`config.mk`:
```
export PLATFORM = sky130hd
export DESIGN_NAME = ai_scan_flat
export DESIGN_NICKNAME = d
export VERILOG_FILES = /design/src/rtl/ai_scan_if.sv /design/src/rtl/ai_scan.sv /design/src/flat_wrapper.sv
export SDC_FILE = /design/constraint.sdc
export NUM_CORES = 1
export LEC_CHECK = 0
export ABC_AREA = 1
export BUFFER_PORTS_ARGS = -buffer_cell sky130_fd_sc_hd__buf_4
export CAP_MARGIN = 20
export CORE_ASPECT_RATIO = 1.25
export CORE_UTILIZATION = 40
export CTS_BUF_LIST = sky130_fd_sc_hd__clkbuf_8
export CTS_CLUSTER_SIZE = 10
export DETAILED_ROUTE_END_ITERATION = 6
export GPL_ROUTABILITY_DRIVEN = 0
export PLACE_DENSITY = 0.7
export SLEW_MARGIN = 20
export SYNTH_ARGS = -nofsm -noshare
export SYNTH_HDL_FRONTEND = slang
export SYNTH_SLANG_ARGS = --single-unit
```
`constraint.sdc`:
```
create_clock -name clk -period 3.5 [get_ports clk]
set_input_delay 0.175 -clock clk [delete_from_list [all_inputs] [get_ports clk]]
set_output_delay 0.175 -clock clk [all_outputs]
set_load 0.02 [all_outputs]
```
`src/rtl/ai_scan_if.sv`:
```
// Request/result bundle between the board logic and the ai_scan move selector.
// The master drives the board and the handshake inputs. The slave returns the chosen cell.
interface ai_scan_if #(
  parameter int N = 3
);
  localparam int CW = $clog2(N * N);

  logic [2*N*N-1:0] board_state;
  logic             move_req;
  logic             move_ack;
  logic             busy;
  logic             move_valid;
  logic [CW-1:0]    move_loc;
  logic             move_none;

  modport master (
    output board_state, move_req, move_ack,
    input  busy, move_valid, move_loc, move_none
  );

  modport slave (
    input  board_state, move_req, move_ack,
    output busy, move_valid, move_loc, move_none
  );
endinterface

```
`src/rtl/ai_scan.sv`:
```
// Sequential N x N move selector. It scans for a win, then a block, then the centre, then the
// first blank cell. One line or one cell is examined per cycle, against a snapshot of the board.
module ai_scan #(
  parameter int         N       = 3,
  parameter logic [1:0] AI_MARK = 2'b10
) (
  input logic      clk,
  input logic      reset,
  ai_scan_if.slave bus
);
  localparam int CELLS = N * N;
  localparam int LINES = 2 * N + 2;
  localparam int CW    = $clog2(CELLS);
  localparam int LW    = $clog2(LINES);
  localparam int KW    = $clog2(N + 1);
  localparam logic [1:0]    OPP_MARK    = (AI_MARK == 2'b10) ? 2'b01 : 2'b10;
  localparam logic [LW-1:0] LAST_LINE   = LW'(LINES - 1);
  localparam logic [CW-1:0] LAST_CELL   = CW'(CELLS - 1);
  localparam logic [CW-1:0] CENTER_CELL = CW'((CELLS - 1) / 2);
  localparam logic [KW-1:0] HIT_COUNT   = KW'(N - 1);
  localparam bit            HAS_CENTER  = (N % 2) == 1;

  typedef enum logic [2:0] {
    S_IDLE   = 3'd0,
    S_WIN    = 3'd1,
    S_BLOCK  = 3'd2,
    S_CENTER = 3'd3,
    S_FILL   = 3'd4,
    S_DONE   = 3'd5
  } state_t;

  state_t              state_r, state_next_s;
  logic [2*CELLS-1:0]  snap_r;
  logic [LW-1:0]       line_r, line_next_s;
  logic [CW-1:0]       cell_r, cell_next_s;
  logic [CW-1:0]       loc_r, loc_next_s;
  logic                none_r, none_next_s;
  logic                busy_r, valid_r;
  logic                snap_load_s;
  logic [1:0]          target_s;
  logic [KW-1:0]       match_cnt_s, blank_cnt_s;
  logic [CW-1:0]       blank_idx_s;
  logic                line_hit_s, cell_blank_s, center_hit_s;

  // Lines are rows, then columns, then the main diagonal and the anti-diagonal.
  function automatic logic [CW-1:0] line_cell(input logic [LW-1:0] ln, input int pos);
    int k;
    int idx;
    k = int'(ln);
    if (k < N) idx = k * N + pos;
    else if (k < 2 * N) idx = pos * N + (k - N);
    else if (k == 2 * N) idx = pos * N + pos;
    else idx = pos * N + (N - 1 - pos);
    return CW'(idx);
  endfunction

  function automatic logic [1:0] cell_at(input logic [2*CELLS-1:0] snap, input logic [CW-1:0] idx);
    return snap[2*int'(idx) +: 2];
  endfunction

  // Evaluate the current line against the mark being hunted in this phase.
  always_comb begin
    match_cnt_s = '0;
    blank_cnt_s = '0;
    blank_idx_s = '0;
    target_s    = (state_r == S_BLOCK) ? OPP_MARK : AI_MARK;
    for (int p = 0; p < N; p++) begin
      if (cell_at(snap_r, line_cell(line_r, p)) == target_s) begin
        match_cnt_s = match_cnt_s + KW'(1);
      end else if (cell_at(snap_r, line_cell(line_r, p)) == 2'b00) begin
        blank_cnt_s = blank_cnt_s + KW'(1);
        blank_idx_s = line_cell(line_r, p);
      end else begin
        blank_cnt_s = blank_cnt_s;
      end
    end
    line_hit_s   = (match_cnt_s == HIT_COUNT) && (blank_cnt_s == KW'(1));
    cell_blank_s = (cell_at(snap_r, cell_r) == 2'b00);
    center_hit_s = HAS_CENTER && (cell_at(snap_r, CENTER_CELL) == 2'b00);
  end

  // State register.
  always_ff @(posedge clk) begin
    if (reset) state_r <= S_IDLE;
    else state_r <= state_next_s;
  end

  // Next-state selection.
  always_comb begin
    state_next_s = state_r;
    case (state_r)
      S_IDLE:   if (bus.move_req) state_next_s = S_WIN; else state_next_s = S_IDLE;
      S_WIN:    if (line_hit_s) state_next_s = S_DONE;
                else if (line_r == LAST_LINE) state_next_s = S_BLOCK;
                else state_next_s = S_WIN;
      S_BLOCK:  if (line_hit_s) state_next_s = S_DONE;
                else if (line_r == LAST_LINE) state_next_s = S_CENTER;
                else state_next_s = S_BLOCK;
      S_CENTER: if (center_hit_s) state_next_s = S_DONE; else state_next_s = S_FILL;
      S_FILL:   if (cell_blank_s || (cell_r == LAST_CELL)) state_next_s = S_DONE;
                else state_next_s = S_FILL;
      S_DONE:   if (bus.move_ack) state_next_s = S_IDLE; else state_next_s = S_DONE;
      default:  state_next_s = S_IDLE;
    endcase
  end

  // Counter, result and snapshot updates for each state.
  always_comb begin
    snap_load_s = 1'b0;
    line_next_s = line_r;
    cell_next_s = cell_r;
    loc_next_s  = loc_r;
    none_next_s = none_r;
    case (state_r)
      S_IDLE: begin
        if (bus.move_req) begin
          snap_load_s = 1'b1;
          line_next_s = '0;
          cell_next_s = '0;
          loc_next_s  = '0;
          none_next_s = 1'b0;
        end else begin
          snap_load_s = 1'b0;
        end
      end
      S_WIN, S_BLOCK: begin
        if (line_hit_s) loc_next_s = blank_idx_s;
        else if (line_r == LAST_LINE) line_next_s = '0;
        else line_next_s = line_r + LW'(1);
      end
      S_CENTER: begin
        if (center_hit_s) loc_next_s = CENTER_CELL;
        else cell_next_s = '0;
      end
      S_FILL: begin
        if (cell_blank_s) loc_next_s = cell_r;
        else if (cell_r == LAST_CELL) none_next_s = 1'b1;
        else cell_next_s = cell_r + CW'(1);
      end
      S_DONE: begin
        if (bus.move_ack) none_next_s = 1'b0;
        else none_next_s = none_r;
      end
      default: begin
        line_next_s = '0;
        cell_next_s = '0;
      end
    endcase
  end

  // Datapath and output registers; busy/valid are registered from the next state.
  always_ff @(posedge clk) begin
    if (reset) begin
      snap_r  <= '0;
      line_r  <= '0;
      cell_r  <= '0;
      loc_r   <= '0;
      none_r  <= 1'b0;
      busy_r  <= 1'b0;
      valid_r <= 1'b0;
    end else begin
      if (snap_load_s) snap_r <= bus.board_state;
      line_r  <= line_next_s;
      cell_r  <= cell_next_s;
      loc_r   <= loc_next_s;
      none_r  <= none_next_s;
      busy_r  <= (state_next_s != S_IDLE);
      valid_r <= (state_next_s == S_DONE);
    end
  end

  assign bus.busy       = busy_r;
  assign bus.move_valid = valid_r;
  assign bus.move_loc   = loc_r;
  assign bus.move_none  = none_r;
endmodule

```
`src/flat_wrapper.sv`:
```
// flat-port wrapper written by rule: the top's interface ports become plain ports
module ai_scan_flat 
#(
  parameter int         N       = 3,
  parameter logic [1:0] AI_MARK = 2'b10
)
  (clk, reset, bus_board_state, bus_move_req, bus_move_ack, bus_busy, bus_move_valid, bus_move_loc, bus_move_none);
  ai_scan_if #(.N(N)) bus_i ();
  input logic clk;
  input logic reset;
  input wire logic [$bits(bus_i.board_state)-1:0] bus_board_state;
  input wire logic [$bits(bus_i.move_req)-1:0] bus_move_req;
  input wire logic [$bits(bus_i.move_ack)-1:0] bus_move_ack;
  output wire logic [$bits(bus_i.busy)-1:0] bus_busy;
  output wire logic [$bits(bus_i.move_valid)-1:0] bus_move_valid;
  output wire logic [$bits(bus_i.move_loc)-1:0] bus_move_loc;
  output wire logic [$bits(bus_i.move_none)-1:0] bus_move_none;
  assign bus_i.board_state = bus_board_state;
  assign bus_i.move_req = bus_move_req;
  assign bus_i.move_ack = bus_move_ack;
  assign bus_busy = bus_i.busy;
  assign bus_move_valid = bus_i.move_valid;
  assign bus_move_loc = bus_i.move_loc;
  assign bus_move_none = bus_i.move_none;
  ai_scan #(.N(N), .AI_MARK(AI_MARK)) u_core (.clk(clk), .reset(reset), .bus(bus_i));
endmodule
```
Word level (Yosys, flattened, before mapping)
Index checks and enable logic that the tools add are counted.
- output and inout bits: 7
- input port bits: 22
- logic and storage cells: 129
- bits in registers: 35
- bitwise logic cells: 2
- shift operators: 7
- equality and inequality tests: 24
- add/subtract/negate cells: 11
- mux-type cells: 56
- $mul: 1
- reductions and logical operators: 18
- $lt $le $gt $ge: 2
- operators with widths (cell ; number):
    18-bit by 6-bit indexed part select with 2-bit output ; 7
    4-bit 2-to-1 mux ; 23
    4-bit case mux with 4 select lines ; 2
    2-bit 2-to-1 mux ; 10
    3-bit 2-to-1 mux ; 6
    3-bit case mux with 6 select lines ; 1
    5-bit AND reduction ; 3
    3-bit equality test (second input constant) ; 4
    1-bit 2-to-1 mux ; 12
    2-bit inequality test (second input constant) ; 6
    2-bit logical NOT ; 5
    3-bit by 2-bit equality test with 1-bit output (second input constant) ; 3
    3-bit case mux with 3 select lines ; 1
    2-bit by 1-bit inequality test with 1-bit output (second input constant) ; 4
    2-bit by 1-bit adder with 2-bit output (second input constant) ; 3
    2-bit equality test ; 3
    3-bit nonzero test ; 2
    3-bit OR reduction ; 2
    3-bit by 4-bit adder with 4-bit output (first input constant) ; 1
    4-bit by 1-bit adder with 4-bit output (second input constant) ; 1
    4-bit by 2-bit adder with 4-bit output (second input constant) ; 1
    4-bit by 3-bit adder with 4-bit output (second input constant) ; 1
    4-bit adder (first input constant) ; 1
    4-bit equality test (second input constant) ; 1
    other kinds (17) ; 18

Longest topological paths before layout
Gate-level depths: netlist of the first run.
- word-level depth: 22
- depth in mapped cells: 27
- mapped depth without buffers: 27

Least setup slack after synthesis of the first run
OpenSTA, ideal clock, no wires.
- kind: register to register
- start: register u_core.line_r[1]
- end: register u_core.loc_r[0] (netlist: u_core.bus.move_loc[0])
- data required time: 3.366 ns
- arrival time: 3.107 ns
- setup time: 0.134 ns
- stages on the path, launching flop included: 24
- period minus slack after synthesis: 3.240 ns
- path buffers: 0
- setup slack: 0.260 ns
- cells stage by stage: dfxtp_1 > ha_1 > fa_1 > inv_1 > nor2_1 > nand2_1 > nand2_1 > nand3_1 > nand2_1 > inv_2 > nand3_1 > nand2_2 > nand2_4 > nand3_2 > ha_1 > inv_1 > nor2_1 > nand4_1 > nand2_2 > nand3_4 > nand2_4 > nand2_2 > nand2_1 > a21oi_1
- cells in the longest elaborated chain, start to end: 19
- elaborated cells on any way between the ends: 58
- those cells by class: 9 x add/sub; 1 x mul; 2 x order compare; 7 x eq/ne; 6 x shift; 28 x mux; 5 x reduce/logical
- ends and longest elaborated chain (what ; line ; source):
    from (decl) ; ai_scan.sv:34 ; logic [LW-1:0] line_r, line_next_s;
    from (signal assigned) ; ai_scan.sv:163 ; line_r <= line_next_s;
    branches (longest 19 deep; another with 3-bit by 2-bit multiplier with 4-bit output) ; n/a ;
    to (signal assigned) ; ai_scan.sv:165 ; loc_r <= loc_next_s;
    to (decl) ; ai_scan.sv:36 ; logic [CW-1:0] loc_r, loc_next_s;
Several ways; the timed one is not identified. The select of a mux whose other input is x is not followed.
A chain may end at the register's enable or synchronous reset.

Final worst setup path of the first run
- start: register u_core.line_r[1]
- end: register u_core.line_r[0]
- cells in the longest elaborated chain, start to end: 19
- elaborated cells on any way between the ends: 54
- those cells by class: 9 x add/sub; 1 x mul; 2 x order compare; 8 x eq/ne; 6 x shift; 23 x mux; 5 x reduce/logical
- ends and longest elaborated chain (what):
    branches (longest 19 deep; another with 3-bit by 2-bit multiplier with 4-bit output)
Several ways; the timed one is not identified. The select of a mux whose other input is x is not followed.

==> results of run 1 <==
per-layer routing:
metal | GRT usage, % | vias to the layer above
met5 | 0 | -
met4 | 13.4 | 0
met3 | 2.84 | 47
met2 | 41.5 | 146
met1 | 26.9 | 1566
li1 | - | 1714
worst reg2reg max path, delay by kind of cell, from the launching register on:
kind / cells / cell delay [ps]
fa+ha+maj: 2 / 930
buf+inv: 6 / 450
simple gates: 15 / 1520
flops: 1 / 340
registers in the layout (all words and copies together) (netlist names):
name / count
u_core.state_r: 3
u_core.line_r: 3
u_core.snap_r: 18
u_core.cell_r: 4
u_core.bus.move_none: 1
u_core.bus.move_loc: 4
u_core.bus.move_valid: 1
u_core.bus.busy: 1
final timing paths:
path / from / end / slack, ps
setup / recovery: u_core.line_r[1] / u_core.line_r[0] / 170
hold / removal: reset / u_core.line_r[2] / 130
setup reg to reg: u_core.line_r[1] / u_core.line_r[0] / 170
hold reg to reg: u_core.bus.move_loc[1] / u_core.bus.move_loc[1] / 470
layout make-up:
type | count | area, um2 | share of cell area [%]
clock buffer | 5 | 68.8 | 1.89
clock inverter | 3 | 43.8 | 1.20
inverter | 73 | 280 | 7.71
multi-input combinational | 378 | 2090 | 57.5
sequential | 35 | 704 | 19.4
tap | 92 | 115 | 3.16
timing repair buffer | 44 | 334 | 9.18
where the power goes:
part | internal (W) | total, W | switching [W]
clock | 0.000212 | 0.000370 | 0.000158
combinational | 0.00107 | 0.00312 | 0.00204
sequential | 0.000510 | 0.000596 | 0.0000854
total | 0.00180 | 0.00408 | 0.00229
cell families (layout without fill, tap and decap cells):
family,after synthesis,after routing
and+or+nand+nor,282,282
AOI/OAI and AO/OA,83,83
DFF,35,35
adders and majority gates,13,13
buffers and inverters,83,125
synth_stat cells, drive strengths merged:
| cell type | count | area, um2 |
|---|---|---|
| o311ai | 3 | 26.3 |
| o211ai | 2 | 15.0 |
| nor4 | 1 | 6.26 |
| fa | 1 | 20.0 |
| nor3 | 9 | 45.0 |
| o2111ai | 1 | 8.76 |
| nand3 | 85 | 470 |
| o221ai | 1 | 8.76 |
| clkbuf | 5 | 18.8 |
| o22ai | 2 | 12.5 |
| a221oi | 1 | 8.76 |
| clkinv | 3 | 11.3 |
| nand4 | 4 | 31.3 |
| dfxtp | 35 | 701 |
| o21ai | 36 | 184 |
| nor2 | 46 | 203 |
| inv | 70 | 265 |
| a2111oi | 1 | 8.76 |
| nand2 | 137 | 592 |
| a21oi | 34 | 178 |
| ha | 12 | 150 |
| a211oi | 2 | 15.0 |
| buf | 5 | 37.5 |
through the flow:
stage / area (um2) / setup TNS, ps
after global placement: 3380 / 0
after detailed placement: 3380 / -69.7
after global routing: 3640 / -307
after CTS: 3500 / 0
final: 3640 / 0
after floorplan: 3020 / 0
cells in the final DEF (no fill, tap or decap), drive strengths merged:
| master | instances |
|---|---|
| nor4 | 1 |
| nand4 | 4 |
| a2111oi | 1 |
| o211ai | 2 |
| clkinv | 5 |
| ha | 12 |
| a21oi | 34 |
| o221ai | 1 |
| fa | 1 |
| o21ai | 36 |
| a221oi | 1 |
| a211oi | 2 |
| o311ai | 3 |
| nor2 | 46 |
| dfxtp | 35 |
| nand3 | 85 |
| nand2 | 137 |
| bufinv | 1 |
| o22ai | 2 |
| clkinvlp | 1 |
| nor3 | 9 |
| o2111ai | 1 |
| inv | 69 |
| buf | 44 |
| clkbuf | 5 |
timing repair:
action | 4_1_cts | 5_1_grt
endpoints found under the setup margin | 8 | 12
gates resized for setup | 3 | 24
buffers inserted | 0 | 4
pin swaps | 0 | 3
==> summary.txt, run 1 <==
Run status
  – Status: finished clean

STA
  – Slew HR: 50.1%
  – Final Hold Vio Count: 0
  – Max-slew violation count: 0
  – Hold Slack: 134 ps
  – Tmin final: 3330 ps
  – Max Fclk: 0.301 GHz
  – Final period util: 95.0%
  – Setup Skew: 9.47 ps
  – Slew @ Worst Pin: 743 ps
  – Final setup viols: 0
  – Setup slack after layout: 174 ps

Setup path
  – Crit Path Class: register to register
  – Critical path arrival: 3510 ps
  – Reg2Reg Depth: 23
  – Crit-path most repeated cell: nand2_2
  – CP max stage delay: 630 ps
  – Crit-path slowest cell: fa_2
  – CP Data Required Time: 3690 ps
  – Worst-path cell chain: buf_4 -> fa_2 -> inv_2 -> nor2_4 -> nand3_1 -> nand3_1 -> nand2_2 -> inv_2 -> nand3_1 -> nand2_2 -> inv_2 -> nand2_4 -> nand3_4 -> ha_4 -> inv_1 -> nor2_1 -> nand4_1 -> nand2_2 -> nand4_2 -> nand2_2 -> inv_1 -> nor2_1 -> nor2_1
  – Nature of the critical path startpoint: register
  – CP Depth: 23
  – CP Capture Type: register
  – Family with the most delay on the worst path: simple AND/OR/NAND/NOR gates
  – Crit path buf inv count: 6
  – Worst Path Max Fanout: 6

Synth
  – Simple-gate share of the synthesized area: 44.7%
  – Proportion of synthesized area in mux cells: 0%
  – Yosys cell types: 37
  – Synthesized flop and latch total: 35
  – Post-Syn Area: 3020 um2
  – Register area share after synthesis: 23.2%
  – Yosys warns: 0
  – Post-Synth Adder-Cell Area: 5.64%
  – Largest family of logic cells by synthesized area: simple AND/OR/NAND/NOR gates
  – Post-synthesis instance total: 496
  – Synth Area in XOR/XNOR: 0%
  – Mapped Avg Cell Area: 6.08 um2
  – Post-synthesis compound-gate area fraction: 15.4%
  – Syn Nets: 531

Floorplanning
  – # IOs: 29
  – Core ar.: 7360 um2
  – Die Y-Extent: 99.1 um
  – Die area: 7900 um2
  – Rows: 35
  – Initial core utilization: 41.0%
  – Die Width: 79.7 um

CTS
  – Num CTS Buffers: 5
  – Post-CTS Hold Fix Bufs: 0
  – Clk root buf: clkbuf_8
  – H-tree levels: 2
  – CTS tree: built
  – Worst-Skew Late Latency: 290 ps
  – CTS Sinks: 35
  – Clk pin slew, worst setup/hold paths: 80 ps
  – Clk buf depth: 2

Final layout
  – Ant. Diodes: 0
  – Layout cells sized above 1: 21.9%
  – Fin util: 49.4%
  – Fillers: 764
  – Area growth syn-to-layout: 20.6%
  – Final non-filler cell total: 630
  – Fin nets: 572

Detailed routing
  – # DRC: 0
  – WL met2: 4380 um
  – DR pass1 iterations: 6
  – Metal3 WL: 446 um
  – Post-route ant nets: 0
  – Routed wire length: 8770 um
  – Initial DRC Count: 245
  – Wire length per cell: 13.9 um
  – Top layer in use: met4
  – Vias per cell: 5.51
  – Metal1 wirelength: 3500 um
  – Via count: 3,473

Global routing
  – Largest net degree at the start of global routing: 37
  – Vias in the first global route: 3,357
  – First-pass GRT wire length: 14,900 um
  – Initial antenna violation count: 0
  – Global Route Usage Sum: 23.5%
  – Total gr overflow: 0

Pwr
  – VDD IR max: 0.531 mV
  – Pwr/cell area: 1120 nW/um2
  – Power, Total: 0.00408 W
  – P_leak: 1.70 nW

Placed design
  – Post-DP HPWL: 6870 um
  – Dpl cells: 618
  – # port buffers: 28
  – Setup slack at placement: -37.8 ps

Flow run
  – Max-Cap Viols: 0

Worst hold path
  – Worst min-delay path class: input port to register
  – Hold Path Stages: 2
Power figures use the tool's default switching activity.
==> run 2, diff against run 1 <==
==> constraint.sdc (replaced) <==
create_clock -name clk -period 3.5 [get_ports clk]
set_input_delay 0.7 -clock clk [delete_from_list [all_inputs] [get_ports clk]]
set_output_delay 0.7 -clock clk [all_outputs]
set_load 0.02 [all_outputs]
==> run 2 against run 1 <==
- wire length is 0.58% lower
- final cell count up 0.16%
- total power decreased by 0.22%
- core utilization is 0.24 points lower
- combinational power about the same
- hold slack gained 340 ps
- clock skew is 2.1 ps lower
- via count is essentially flat
- global-route usage is 0.64 points lower
- highest routed layer unchanged
==> summary.txt, run 2 (same netlist as run 1, synthesis figures left out) <==
Final layout
  – Layout cells sized above 1: 21.5% (was 21.9%)
  – Biggest register: u_core.snap_r (unchanged)
  – Largest register FFs: 18 (unchanged)
  – Fin util: 49.2% (was 49.4%)
  – Area growth syn-to-layout: 20.0% (was 20.6%)
  – FF+latch area: 703 um2 (was 704 um2)
  – Fin nets: 573 (was 572)
  – Fillers: 791 (was 764)
  – Most frequent cells in the layout: nand2_1, nand3_1, inv_1 (unchanged)
  – Area of the multi-input gates: 2070 um2 (was 2090 um2)
  – Ant. Diodes: 0 (unchanged)
  – Most common cell after layout, fill and taps aside: nand2_1 (unchanged)

STA
  – Setup slack after layout: 273 ps (was 174 ps)
  – Slew HR: 48.9% (was 50.1%)
  – Setup Skew: 7.41 ps (was 9.47 ps)
  – Final period util: 92.2% (was 95.0%)
  – Max-slew violation count: 0 (unchanged)
  – Slew @ Worst Pin: 762 ps (was 743 ps)
  – Hold Slack: 473 ps (was 134 ps)
  – Max Fclk: 0.310 GHz (was 0.301 GHz)
  – Final setup viols: 0 (unchanged)
  – Final Hold Vio Count: 0 (unchanged)
  – Tmin final: 3230 ps (was 3330 ps)

Detailed routing
  – DR pass1 iterations: 5 (was 6)
  – Routed wire length: 8720 um (was 8770 um)
  – Vias per cell: 5.51 (about the same)
  – # DRC: 0 (unchanged)
  – Via count: 3,476 (was 3,473)
  – Post-route ant nets: 0 (unchanged)
  – Wire length per cell: 13.8 um (was 13.9 um)
  – Initial DRC Count: 176 (was 245)

Setup path
  – CP Data Required Time: 3700 ps (was 3690 ps)
  – CP Capture Type: register (unchanged)
  – Crit Path Class: register to register (unchanged)
  – Worst Path Max Fanout: 4 (was 6)
  – Critical path arrival: 3430 ps (was 3510 ps)
  – Nature of the critical path startpoint: register (unchanged)

Pwr
  – Sw frac: 55.1% (was 56.0%)
  – VDD IR max: 0.538 mV (was 0.531 mV)
  – Internal cell power: 0.00183 W (was 0.00180 W)
  – Flop pwr share: 14.5% (was 14.6%)
  – Power, Total: 0.00407 W (was 0.00408 W)
  – P_leak: 1.69 nW (was 1.70 nW)
  – Switching power: 0.00224 W (was 0.00229 W)
  – Comb pwr share: 76.4% (was 76.3%)
  – Clock power share: 9.1% (about the same)
  – Pwr/cell area: 1130 nW/um2 (was 1120 nW/um2)

CTS
  – Num CTS Buffers: 5 (unchanged)
  – Clk pin slew, worst setup/hold paths: 80 ps (about the same)
  – Clk root buf: clkbuf_8 (unchanged)
  – Clk buf depth: 2 (unchanged)
  – Worst-Skew Late Latency: 300 ps (was 290 ps)
  – H-tree levels: 2 (unchanged)
  – CTS tree: built (unchanged)
  – Post-CTS Hold Fix Bufs: 0 (unchanged)
  – CTS Sinks: 35 (unchanged)

Flow run
  – Max-Cap Viols: 0 (unchanged)

Placed design
  – Setup slack at placement: 15.4 ps (was -37.8 ps)
  – # port buffers: 28 (unchanged)
  – Post-DP HPWL: 6700 um (was 6870 um)

Floorplanning
  – Rows: 35 (unchanged)
  – Initial core utilization: 41.0% (unchanged)
  – Core ar.: 7360 um2 (unchanged)
  – Die Y-Extent: 99.1 um (unchanged)
  – Die area: 7900 um2 (unchanged)
  – # IOs: 29 (unchanged)
  – Die Width: 79.7 um (unchanged)

Global routing
  – Initial antenna violation count: 0 (unchanged)
  – Total gr overflow: 0 (unchanged)
  – Vias in the first global route: 3,238 (was 3,357)
  – Global Route Usage Sum: 22.9% (was 23.5%)
  – First-pass GRT wire length: 14,200 um (was 14,900 um)
  – Largest net degree at the start of global routing: 37 (unchanged)

Run status
  – Status: finished clean (unchanged)

Worst hold path
  – Worst min-delay path class: register to register (was input port to register)
==> run 2: repair_timing <==
action / CTS / global route
resized for setup: 1 / 22
setup buffers: 0 / 7
pin swaps: 0 / 10
setup endpoints to repair: 5 / 12
==> run 2: metrics by stage <==
stage	cell area (um2)	TNS (ps)	instances
4_1_cts	3480	0	624
2_1_floorplan	3020	0	496
3_5_place_dp	3360	0	616
3_3_place_gp	3360	0	616
5_1_grt	3620	-512	631
6_report	3620	0	631
==> run 2: final cells by class <==
cell class              instances  area share (%)
multi-input cells             378            57.1
repair buffers                 45            9.44
clock buffers                   5            1.90
inverters                      73            7.74
flip-flops and latches         35            19.4
well taps                      92            3.18
clock inverters                 3            1.21
==> run 2: layer usage <==
layer / GRT usage [%] / part of all wire [%] / up-vias
met5: 0 / 0 / -
met4: 13.8 / 5.2 / 0
met3: 3.21 / 4.9 / 40
met2: 39.3 / 49 / 131
met1: 26.6 / 41 / 1582
li1: - / - / 1723
==> run 2: power by group through the flow <==
stage,registers [W],logic [W],clock network [W]
after floorplan,0.000612,0.00213,0
after global placement,0.000594,0.00274,0
after detailed placement,0.000597,0.00278,0
after CTS,0.000587,0.00281,0.000376
after global routing,0.000602,0.00347,0.000393
final,0.000590,0.00311,0.000372
==> run 2: final timing paths <==
check	startpoint	end	slack, ps	depth (start not counted)
setup / recovery	u_core.line_r[0]	u_core.line_r[1]	270	23
hold / removal	u_core.bus.move_loc[1]	u_core.bus.move_loc[1]	470	2
setup reg to reg	u_core.line_r[0]	u_core.line_r[1]	270	23
hold reg to reg	u_core.bus.move_loc[1]	u_core.bus.move_loc[1]	470	2
==> run 2: worst max-delay path: stages (launching register included) <==
cell	delay (ps)
dfxtp_2	330
ha_2	210
fa_2	580
inv_1	100
nor2_4	120
nand3_1	90
nand3_1	90
nand2_2	80
inv_2	70
nand3_1	90
nand2_2	100
inv_2	50
nand2_4	80
nand3_4	90
ha_4	280
inv_1	40
nor2_1	80
nand4_1	110
nand2_2	120
nand4_2	130
nand2_2	110
inv_1	60
nor2_1	80
nor2_1	50
==> run 3, diff against run 2 <==
Settings changed: GPL_TIMING_DRIVEN set to 0.
Clock period 3.5 ns to 4.2 ns, I/O delays scaled along.
==> run 3 against run 2 <==
- hold slack worse by 6.5 ps
- sequential cell count is the same
- clock skew fell by 0.76 ps
- worst setup slack better by 170 ps
- clock power decreased by 17%
==> summary.txt, run 3 (same netlist as run 1, synthesis figures left out) <==
Setup path
  – Critical path arrival: 3950 ps (was 3430 ps)
  – Crit-path most repeated cell: nor2_1 (was nand2_2)
  – CP Data Required Time: 4390 ps (was 3700 ps)
  – Nature of the critical path startpoint: register (unchanged)
  – CP Capture Type: register (unchanged)
  – Family with the most delay on the worst path: simple AND/OR/NAND/NOR gates (unchanged)
  – Crit-path slowest cell: fa_1 (was fa_2)
  – CP max stage delay: 650 ps (was 580 ps)
  – Crit Path Class: register to register (unchanged)
  – Worst-path cell chain: ha_1 -> fa_1 -> inv_1 -> nor2_1 -> nand3_1 -> nand3_1 -> nand2_1 -> inv_2 -> nand3_1 -> nand2_1 -> inv_2 -> nand2_4 -> nand3_2 -> ha_1 -> inv_1 -> nor2_1 -> nand4_1 -> nand2_2 -> nand4_2 -> nand2_1 -> inv_1 -> nor2_1 -> nor2_1 (was ha_2 -> fa_2 -> inv_1 -> nor2_4 -> nand3_1 -> nand3_1 -> nand2_2 -> inv_2 -> nand3_1 -> nand2_2 -> inv_2 -> nand2_4 -> nand3_4 -> ha_4 -> inv_1 -> nor2_1 -> nand4_1 -> nand2_2 -> nand4_2 -> nand2_2 -> inv_1 -> nor2_1 -> nor2_1)
  – Crit path buf inv count: 5 (unchanged)
  – Worst Path Max Fanout: 8 (was 4)
  – Worst reg2reg startpoint: u_core.line_r[0] (unchanged)
  – Reg2Reg Depth: 23 (unchanged)
  – Reg2Reg Setup Slack: 450 ps (was 270 ps)
  – Worst reg2reg path endpoint: u_core.line_r[0] (was u_core.line_r[1])

Final layout
  – Area of the multi-input gates: 1980 um2 (was 2070 um2)
  – Layout cells sized above 1: 16.0% (was 21.5%)
  – Area growth syn-to-layout: 14.3% (was 20.0%)
  – FF+latch area: 702 um2 (was 703 um2)
  – Ant. Diodes: 0 (unchanged)
  – Largest register FFs: 18 (unchanged)
  – Fin nets: 565 (was 573)
  – Final Cell Area: 3450 um2 (was 3620 um2)
  – Biggest register: u_core.snap_r (unchanged)
  – Most frequent cells in the layout: nand2_1, nand3_1, inv_1 (unchanged)
  – Fillers: 775 (was 791)
  – Most common cell after layout, fill and taps aside: nand2_1 (unchanged)

Flow run
  – Max-Cap Viols: 0 (unchanged)

CTS
  – Num CTS Buffers: 5 (unchanged)
  – Clk buf depth: 2 (unchanged)
  – CTS Sinks: 35 (unchanged)
  – CTS tree: built (unchanged)
  – Clk pin slew, worst setup/hold paths: 80 ps (about the same)
  – Setup Fix Bufs, Post-CTS: 0 (unchanged)
  – Clk root buf: clkbuf_8 (unchanged)
  – H-tree levels: 2 (unchanged)
  – Worst-Skew Late Latency: 290 ps (was 300 ps)

STA
  – Setup Skew: 6.65 ps (was 7.41 ps)
  – Final period util: 89.4% (was 92.2%)
  – Tmin final: 3750 ps (was 3230 ps)
  – Max Fclk: 0.266 GHz (was 0.310 GHz)
  – RSZ-0062 raised after global routing: no
  – Max-slew violation count: 0 (unchanged)
  – Slew HR: 51.5% (was 48.9%)
  – Fin Setup TNS: 0 ps (unchanged)
  – Slew @ Worst Pin: 727 ps (was 762 ps)
  – Final setup viols: 0 (unchanged)
  – Final Hold Vio Count: 0 (unchanged)

Placed design
  – # port buffers: 27 (was 28)
  – Post-DP HPWL: 6530 um (was 6700 um)
  – Area after DPL: 3330 um2 (was 3360 um2)

Pwr
  – P_leak: 1.64 nW (was 1.69 nW)
  – VDD IR max: 0.451 mV (was 0.538 mV)
  – Power, Total: 0.00309 W (was 0.00407 W)
  – Pwr/cell area: 897 nW/um2 (was 1130 nW/um2)

Detailed routing
  – Vias per cell: 5.33 (was 5.51)
  – Routed wire length: 8100 um (was 8720 um)
  – Post-route ant nets: 0 (unchanged)
  – Via count: 3,322 (was 3,476)
  – Wire length per cell: 13.0 um (was 13.8 um)
  – DR pass1 iterations: 5 (unchanged)
  – # DRC: 0 (unchanged)
  – Initial DRC Count: 146 (was 176)

Global routing
  – Largest net degree at the start of global routing: 13 (was 37)
  – First-pass GRT wire length: 14,000 um (was 14,200 um)
  – Global Route Usage Sum: 22.2% (was 22.9%)
  – Total gr overflow: 0 (unchanged)
  – Initial antenna violation count: 0 (unchanged)
  – Vias in the first global route: 3,082 (was 3,238)

Floorplanning
  – Core ar.: 7360 um2 (unchanged)
  – Die Width: 79.7 um (unchanged)
  – # IOs: 29 (unchanged)
  – Rows: 35 (unchanged)
  – Initial core utilization: 41.0% (unchanged)
  – Die area: 7900 um2 (unchanged)
  – Die Y-Extent: 99.1 um (unchanged)

Worst hold path
  – Min-Delay Endpoint: u_core.bus.move_loc[3] (was u_core.bus.move_loc[1])
  – Worst min-delay path class: register to register (unchanged)
  – Hold_sp: u_core.bus.move_loc[3] (was u_core.bus.move_loc[1])
  – Hold Path Stages: 2 (unchanged)

Run status
  – Status: finished clean (unchanged)
==> run 3: cell count changes in the layout (fill, tap and decap cells not counted), moves of 2 or more <==
cell	before	now
inv_1	57	60
inv_2	11	9
buf_4	44	30
nand2_2	16	10
ha_4	3	0
clkbuf_1	0	5
nand2_1	114	120
ha_1	7	12
ha_2	2	0
==> run 3: layout make-up <==
cell class                 instances  share of cell area, %
sequential                        35                   20.4
buffer                            10                   1.63
multi-input combinational        378                   57.5
tap                               92                   3.34
clock buffer                       5                   2.00
timing repair buffer              27                   5.88
clock inverter                     3                   1.27
inverter                          73                   8.02
==> run 3: repair_timing <==
| item | 4_1_cts | 5_1_grt |
|---|---|---|
| endpoints found under the setup margin | 0 | 9 |
| hold buffers | 0 | 0 |
| resized for setup | 0 | 1 |
==> run 3: worst max-delay path by stage <==
stage	depth (start not counted)	start	endpoint	slack, ps
final	23	u_core.line_r[0]	u_core.line_r[0]	450
after global routing	26	u_core.line_r[0]	u_core.line_r[1]	5
after CTS	25	u_core.line_r[1]	u_core.line_r[0]	390
after detailed placement	25	u_core.line_r[1]	u_core.line_r[0]	420
after global placement	25	u_core.line_r[1]	u_core.line_r[1]	500
after floorplan	23	u_core.line_r[1]	u_core.bus.move_loc[0]	960
==> run 3: tightest hold or removal path, stage by stage (launching register included) <==
cell and delay (ps):
dfxtp_1 320, nand2_1 60, a21oi_1 50
==> run 3: per-stage QoR <==
| stage | util [%] | hold slack [ps] | cells | setup WS [ps] |
|---|---|---|---|---|
| final | 46.9 | 467 | 623 | 445 |
| after floorplan | - | 454 | 496 | 960 |
| after global routing | 46.9 | 511 | 623 | 4.61 |
| after detailed placement | 45.3 | 456 | 615 | 420 |
| after global placement | 45.3 | 454 | 615 | 495 |
| after CTS | 46.9 | 469 | 623 | 395 |
==> run 3: report_power, final <==
part,switching (W),internal [W]
registers,0.0000728,0.000424
clock network,0.000132,0.000177
logic,0.00152,0.000764
==> run 3: per-layer routing <==
metal  up-vias  GRT usage, %  routed length, um
met5         -             0                  0
met4         0          10.8                269
met3        23          2.29                277
met2        83          39.2               4020
met1      1512          26.4               3540
li1       1704             -                  -
